**config.mk**
```make
export PLATFORM = sky130hd
export DESIGN_NAME = uart_rx_oversample
export DESIGN_NICKNAME = d
export VERILOG_FILES = /design/src/rtl/uart_pkg.sv /design/src/rtl/uart_sync_bit.sv /design/src/rtl/uart_rx_oversample.sv
export SDC_FILE = /design/constraint.sdc
export NUM_CORES = 1
export LEC_CHECK = 0
export CAP_MARGIN = 30
export CORE_MARGIN = 2
export CORE_UTILIZATION = 55
export DETAILED_ROUTE_END_ITERATION = 8
export PLACE_DENSITY = 0.78
export SLEW_MARGIN = 10
export SYNTH_ARGS = -nofsm -noshare
export SYNTH_HDL_FRONTEND = slang
export SYNTH_SLANG_ARGS = --single-unit
export TNS_END_PERCENT = 30
```
**constraint.sdc**
```tcl
create_clock -name i_clk -period 2.15 [get_ports i_clk]
set_input_delay 0.645 -clock i_clk [delete_from_list [all_inputs] [get_ports i_clk]]
set_output_delay 0.645 -clock i_clk [all_outputs]
set_load 0.02 [all_outputs]
```
**src/rtl/uart_pkg.sv**
```systemverilog
// ----------------------------------------------------------------------------
// uart_pkg
// Shared types and constants for the UART receive path.
//   rx_state_t : receiver FSM state encoding
//   *_DEF      : default parameter values for SIZE_DATA / OVER_SAMPLE /
//                SYNC_STAGES
//   maj3()     : 2-of-3 majority vote, used when UART_RX_MAJORITY_EN is set
// ----------------------------------------------------------------------------
package uart_pkg;

    typedef enum logic [2:0] {
        IDLE      = 3'd0,
        START     = 3'd1,
        DATA      = 3'd2,
        STOP      = 3'd3,
        WAIT_HIGH = 3'd4
    } rx_state_t;

    localparam int unsigned SIZE_DATA_DEF   = 8;
    localparam int unsigned OVER_SAMPLE_DEF = 16;
    localparam int unsigned SYNC_STAGES_DEF = 2;

    function automatic logic maj3(input logic [2:0] v);
        return (v[0] & v[1]) | (v[0] & v[2]) | (v[1] & v[2]);
    endfunction

endpackage

```
**src/rtl/uart_sync_bit.sv**
```systemverilog
// ----------------------------------------------------------------------------
// uart_sync_bit
// Single-bit synchronizer: a chain of SYNC_STAGES flops that all reset to 1,
// so an idle-high serial line never shows a false low edge out of reset.
//   i_clk    : destination clock
//   i_rst_n  : asynchronous active-low reset
//   i_async  : asynchronous input
//   o_sync   : synchronized copy (last stage)
// ----------------------------------------------------------------------------
module uart_sync_bit #(
    parameter int unsigned SYNC_STAGES = 2
) (
    input  logic i_clk,
    input  logic i_rst_n,
    input  logic i_async,
    output logic o_sync
);

    logic [SYNC_STAGES-1:0] sync_q;

    always_ff @(posedge i_clk or negedge i_rst_n) begin
        if (!i_rst_n) begin
            sync_q <= '1;
        end else begin
            // NOTE: non-blocking, so each stage takes the previous stage's
            // old value and the chain really is SYNC_STAGES flops deep.
            sync_q[0] <= i_async;
            for (int i = 1; i < int'(SYNC_STAGES); i++) begin
                sync_q[i] <= sync_q[i-1];
            end
        end
    end

    assign o_sync = sync_q[SYNC_STAGES-1];

endmodule

```
**src/rtl/uart_rx_oversample.sv**
```systemverilog
// ----------------------------------------------------------------------------
// uart_rx_oversample
// UART byte receiver with OVER_SAMPLE ticks per bit (tick = i_stick).
// Frame: start(0), SIZE_DATA data bits LSB first, stop(1).
//   i_clk        : system clock
//   i_rst_n      : asynchronous active-low reset
//   i_stick      : oversample tick, one i_clk wide
//   i_rx_en      : receiver enable; low forces IDLE and drops a partial frame
//   i_rx_data    : asynchronous serial line, idles high
//   o_rx_byte    : last good byte, held until the next good frame
//   o_rx_valid   : one-cycle pulse, o_rx_byte is new
//   o_frame_err  : one-cycle pulse, stop bit sampled low
//   o_busy       : FSM is not in IDLE
// Build option: define UART_RX_MAJORITY_EN to decide each sample by a 2-of-3
// vote over the decision tick and the two ticks before it.
// OVER_SAMPLE must be even and >= 8; SIZE_DATA must be >= 2.
// ----------------------------------------------------------------------------
module uart_rx_oversample
    import uart_pkg::*;
#(
    parameter int unsigned SIZE_DATA   = SIZE_DATA_DEF,
    parameter int unsigned OVER_SAMPLE = OVER_SAMPLE_DEF,
    parameter int unsigned SYNC_STAGES = SYNC_STAGES_DEF
) (
    input  logic                 i_clk,
    input  logic                 i_rst_n,
    input  logic                 i_stick,
    input  logic                 i_rx_en,
    input  logic                 i_rx_data,
    output logic [SIZE_DATA-1:0] o_rx_byte,
    output logic                 o_rx_valid,
    output logic                 o_frame_err,
    output logic                 o_busy
);

    localparam int unsigned CNT_W = $clog2(OVER_SAMPLE);
    localparam int unsigned BIT_W = $clog2(SIZE_DATA + 1);

    localparam logic [CNT_W-1:0] CNT_MID  = CNT_W'(OVER_SAMPLE / 2 - 1);
    localparam logic [CNT_W-1:0] CNT_LAST = CNT_W'(OVER_SAMPLE - 1);
    localparam logic [BIT_W-1:0] BIT_LAST = BIT_W'(SIZE_DATA - 1);

    logic rx_s;
    logic sample;

    rx_state_t              state_q, state_d;
    logic [CNT_W-1:0]       cnt_q,   cnt_d;
    logic [BIT_W-1:0]       bit_q,   bit_d;
    logic [SIZE_DATA-1:0]   shift_q, shift_d;
    logic [SIZE_DATA-1:0]   byte_q,  byte_d;
    logic                   valid_q, valid_d;
    logic                   err_q,   err_d;

    uart_sync_bit #(
        .SYNC_STAGES (SYNC_STAGES)
    ) u_sync (
        .i_clk   (i_clk),
        .i_rst_n (i_rst_n),
        .i_async (i_rx_data),
        .o_sync  (rx_s)
    );

`ifdef UART_RX_MAJORITY_EN
    // Two previous ticks are stored; with rx_s on the decision tick they form
    // the three-tick voting window.
    logic [1:0] hist_q;

    always_ff @(posedge i_clk or negedge i_rst_n) begin
        if (!i_rst_n) begin
            hist_q <= 2'b11;
        end else if (i_stick) begin
            hist_q <= {hist_q[0], rx_s};
        end
    end

    assign sample = maj3({hist_q, rx_s});
`else
    assign sample = rx_s;
`endif

    always_comb begin
        // NOTE: every variable gets its default before the case, so no path
        // can leave one unassigned and infer a latch.
        state_d = state_q;
        cnt_d   = cnt_q;
        bit_d   = bit_q;
        shift_d = shift_q;
        byte_d  = byte_q;
        valid_d = 1'b0;
        err_d   = 1'b0;

        if (!i_rx_en) begin
            state_d = IDLE;
        end else begin
            case (state_q)
                IDLE: begin
                    if (!rx_s) state_d = START;
                end
                START: begin
                    if (i_stick) begin
                        if (cnt_q == CNT_MID) begin
                            // High at the start-bit centre means a glitch.
                            state_d = sample ? IDLE : DATA;
                        end else begin
                            cnt_d = cnt_q + CNT_W'(1);
                        end
                    end
                end
                DATA: begin
                    if (i_stick) begin
                        if (cnt_q == CNT_LAST) begin
                            // LSB first: new bits enter at the top and move down.
                            shift_d = {sample, shift_q[SIZE_DATA-1:1]};
                            cnt_d   = '0;
                            bit_d   = bit_q + BIT_W'(1);
                            if (bit_q == BIT_LAST) state_d = STOP;
                        end else begin
                            cnt_d = cnt_q + CNT_W'(1);
                        end
                    end
                end
                STOP: begin
                    if (i_stick) begin
                        if (cnt_q == CNT_LAST) begin
                            if (sample) begin
                                byte_d  = shift_q;
                                valid_d = 1'b1;
                                state_d = IDLE;
                            end else begin
                                err_d   = 1'b1;
                                state_d = WAIT_HIGH;
                            end
                        end else begin
                            cnt_d = cnt_q + CNT_W'(1);
                        end
                    end
                end
                WAIT_HIGH: begin
                    // A stuck-low line must not be mistaken for a new start.
                    if (rx_s) state_d = IDLE;
                end
                default: state_d = IDLE;
            endcase
        end

        if (state_d != state_q) begin
            cnt_d = '0;
            bit_d = '0;
        end
    end

    always_ff @(posedge i_clk or negedge i_rst_n) begin
        if (!i_rst_n) begin
            state_q <= IDLE;
            cnt_q   <= '0;
            bit_q   <= '0;
            shift_q <= '0;
            byte_q  <= '0;
            valid_q <= 1'b0;
            err_q   <= 1'b0;
        end else begin
            state_q <= state_d;
            cnt_q   <= cnt_d;
            bit_q   <= bit_d;
            shift_q <= shift_d;
            byte_q  <= byte_d;
            valid_q <= valid_d;
            err_q   <= err_d;
        end
    end

    assign o_rx_byte   = byte_q;
    assign o_rx_valid  = valid_q;
    assign o_frame_err = err_q;
    assign o_busy      = (state_q != IDLE);

endmodule

```
==> results by stage <==
Outcome:
- The flow ran to the end, and the final reports show no timing, DRC or antenna violations.

Setup path:
- For the worst setup path, the data arrival time is 1.43 ns.
- The endpoint identified for the worst register-to-register timing path is o_rx_byte[2].
- The number of cells on the worst reg-to-reg path is 6.
- The data required time of the critical path is 1.50 ns.
- The setup path with the least slack is of type flip-flop to primary output.
- The setup slack of the worst register-to-register path is 0.27 ns.
- The worst setup path is captured at a primary output.
- Tracing the worst setup path back leads to its startpoint at state_q[0].
- The worst register-to-register path begins at cnt_q[0].
- The startpoint class of the critical path is a flip-flop.
- The critical path ends at o_busy.
- The biggest fanout along the worst timing path is 2.

Global routing:
- The initial antenna violation count came to 0.
- The number of global-route vias before repair is 1035.
- For this run, global-route usage on met2 was measured as 0.303.
- The global-route congestion overflow total is 0.
- The met3 global-route usage is 0.0945.
- For met1 alone, demand over resource in global routing was 0.251.
- In the global route stage, overall resource usage came out at 0.200.
- The layer flagged by global routing as most heavily used is met2.
- Entering global routing, the biggest net connects 32 pins.
- The global-route wire length before repair is 4.79 mm.

Routing:
- The first TritonRoute pass finished after 4 iterations.
- The via density per instance is 5.90.
- The sum of routed wire length over all layers is 2.80 mm.
- The remaining number of nets flagged by the antenna check after routing is 0.
- The number of vias after detailed routing is 1080.
- The wire length per cell is 15.3 um.
- For this block, the initial DRC count from the detailed router was 42.
- For this run, design rule violations remaining after detail routing come to 0.

Floorplanning:
- In this run the vertical extent of the chip is 56.4 um.
- The die covers 3180 um^2.
- The number of core rows is 19.
- The core footprint is 2690 um^2.
- The die extent in x is 56.4 um.
- For this design the top-level I/O count stands at 16.
- For this configuration, the core starts out at a cell density of 0.562.

Synthesis:
- For this run, the register share of the synthesized area comes to 0.515.
- The number of distinct library cells after synthesis is 46.
- The library cell with the highest instance count after synthesis is dfrtp_1.
- Counting every instance in the synthesized netlist gives 123.
- Averaged over all synthesized cells, the footprint is 12.3 um^2.
- The cell area that synthesis handed to floorplanning was 1510 um^2.
- The top-area cell type share of the netlist area is 0.481.
- Counting flops with a built-in enable in the synthesized netlist gives 0.
- Sorting the synthesized cells by area gives the leading types as dfrtp_1, mux2_4, mux2_2.
- Summed over all instances, the cell type with the most area after synthesis is dfrtp_1.
- The fraction of registers with async set/reset is 1.00.
- In the synthesized netlist the dominant register cell turns out to be dfrtp_1.
- The number of warning messages in the yosys log is 0.
- The number of nets handed over by synthesis was 130.
- The synthesized flop and latch total is 31.
- After synthesis, the most frequently instantiated cells are dfrtp_1, mux2_4, mux2_2, nor3_1, nand3_1.

STA:
- Setup repair after global routing left no endpoint under its margin.
- The relative slew slack is 0.744.
- The final-report hold violation count was 0.
- The worst path needs 2.07 ns of the cycle, external delays included.
- Based on the critical path, the design can be clocked at up to 483 MHz.
- The clock tree skew after final layout is 0.00695 ns.
- The final worst setup slack is 0.0800 ns.
- Setup violations remaining at the end of the flow were counted as 0.
- The final-report max-slew violation count came to 0.
- The ratio of final minimum period to clock period is 0.963.
- The slew of the pin with the lowest slew margin is 0.384 ns.

Layout:
- The cell area after layout is 1840 um^2.
- The area growth from synthesis to layout is 21.8%.
- The repair_antennas step left the layout with diodes totalling 0.
- In the final layout, the share of cells above drive strength 1 is 0.283.
- The number of nets in the finished design is 158.

Power:
- The analysis attributes to cell leakage a power of 0.886 nW.
- VDD sags by at most 547 uV.
- The total power consumption of the routed design is 0.00113 W.
- The total power density per cell area is 614 nW/um^2.

Place:
- The instance area after placement is 1750 um^2.
- Timing analysis after detailed placement gives a worst setup slack of -0.268 ns.
- At the end of routability-driven placement, the weighted congestion stood at 0.798.
- The count of buffers added on input and output ports is 15.
- The wire-length estimate of the detail-placed layout is 1.93 mm.

Flow run:
- The max-capacitance violation count is 0.

Clock tree:
- CTS placed an instance of clkbuf_4 at the clock tree root.
- The total clock buffers created by CTS is 5.
- CTS saw 31 sinks.
- The clock tree synthesis step divided the H-tree into 2 levels.
- The clock passes through at most 2 buffers.
- The clock transition at the registers of the reported paths is 0.09 ns.
- The number of setup buffers added after CTS is 0.
- The TritonCTS clock tree is built.
- The clock latency at the later pin of the worst-skew pair is 0.34 ns.
- The count of instances resized after the clock tree is built is 1.
- Buffers inserted to repair hold after CTS numbered 0.

Min path:
- The worst min-delay path class is flip-flop to flip-flop.
routing by layer:
layer,vias up,part of all wire
met5,-,0
met4,0,0.0064
met3,2,0.048
met2,22,0.50
met1,540,0.44
li1,516,-
layout make-up:
class	instances	area, um^2
clock inverters	2	35.0
fillers	205	847
inverters	2	7.51
repair buffers	28	246
clock buffers	6	51.3
flip-flops and latches	31	778
multi-input cells	83	682
well taps	31	38.8
power breakdown:
part,switching [W],leakage [nW],internal (W),total (W)
clock,0.000200,0.0482,0.000274,0.000475
sequential,0.00000442,0.425,0.000589,0.000593
combinational,0.0000356,0.413,0.0000252,0.0000608
worst max-delay path, stage by stage (launching register included):
cell and delay (ns):
dfrtp_1 0.39, or3_1 0.37, dlygate4sd2_1 0.33
kinds of logic (layout without fill, tap and decap cells):
group	after synthesis	after routing	share of synthesized area
buffers and inverters	9	38	0.0331
AOI/OAI and AO/OA	19	19	0.0969
muxes	17	17	0.145
xor gates and xnor gates	3	3	0.0174
adders and majority gates	2	2	0.0166
DFF	31	31	0.515
and+or+nand+nor	42	42	0.176
how the worst min path moves through the flow:
stage / to / slack [ns] / start / cells past startpoint
floorplan: bit_q[0] / 0.35 / i_rst_n / 0
global placement: u_sync.sync_q[1] / 0.35 / u_sync.sync_q[0] / 0
detailed placement: u_sync.sync_q[1] / 0.35 / u_sync.sync_q[0] / 0
CTS: u_sync.sync_q[1] / 0.37 / u_sync.sync_q[0] / 0
global route: u_sync.sync_q[1] / 0.37 / u_sync.sync_q[0] / 0
finish: u_sync.sync_q[1] / 0.36 / u_sync.sync_q[0] / 0
registers in the layout (all words and copies together), names as in the netlist:
name,cells
bit_q,4
cnt_q,4
o_frame_err,1
o_rx_byte,8
o_rx_valid,1
shift_q,8
state_q,3
u_sync.sync_q,2
per-stage QoR:
stage               setup TNS, ns   util  instances  hold WS (ns)
floorplan                       0      -        123         0.345
global placement            -4.42  0.653        175         0.350
detailed placement          -5.05  0.653        175         0.348
CTS                             0  0.685        183         0.366
global route                    0  0.685        183         0.373
finish                          0  0.685        183         0.362
cells in the final DEF (no fill, tap or decap), types with 2 or more instances in the layout:
master / n
ha_1: 2
clkbuf_4: 5
buf_4: 13
clkdlybuf4s50_1: 14
a311oi_1: 2
or4_1: 2
mux2_2: 7
o21ai_0: 3
nand3_1: 6
dfstp_2: 2
and3_1: 2
inv_1: 2
nand4_1: 3
dfrtp_1: 29
or3_1: 2
nor2b_1: 2
mux2i_1: 2
nor3_1: 7
mux2_4: 8
nor2_1: 2
nand2_1: 4
a211oi_1: 4
xor2_1: 3
a21oi_1: 2
No activity file was read; power rests on OpenSTA's default activity.
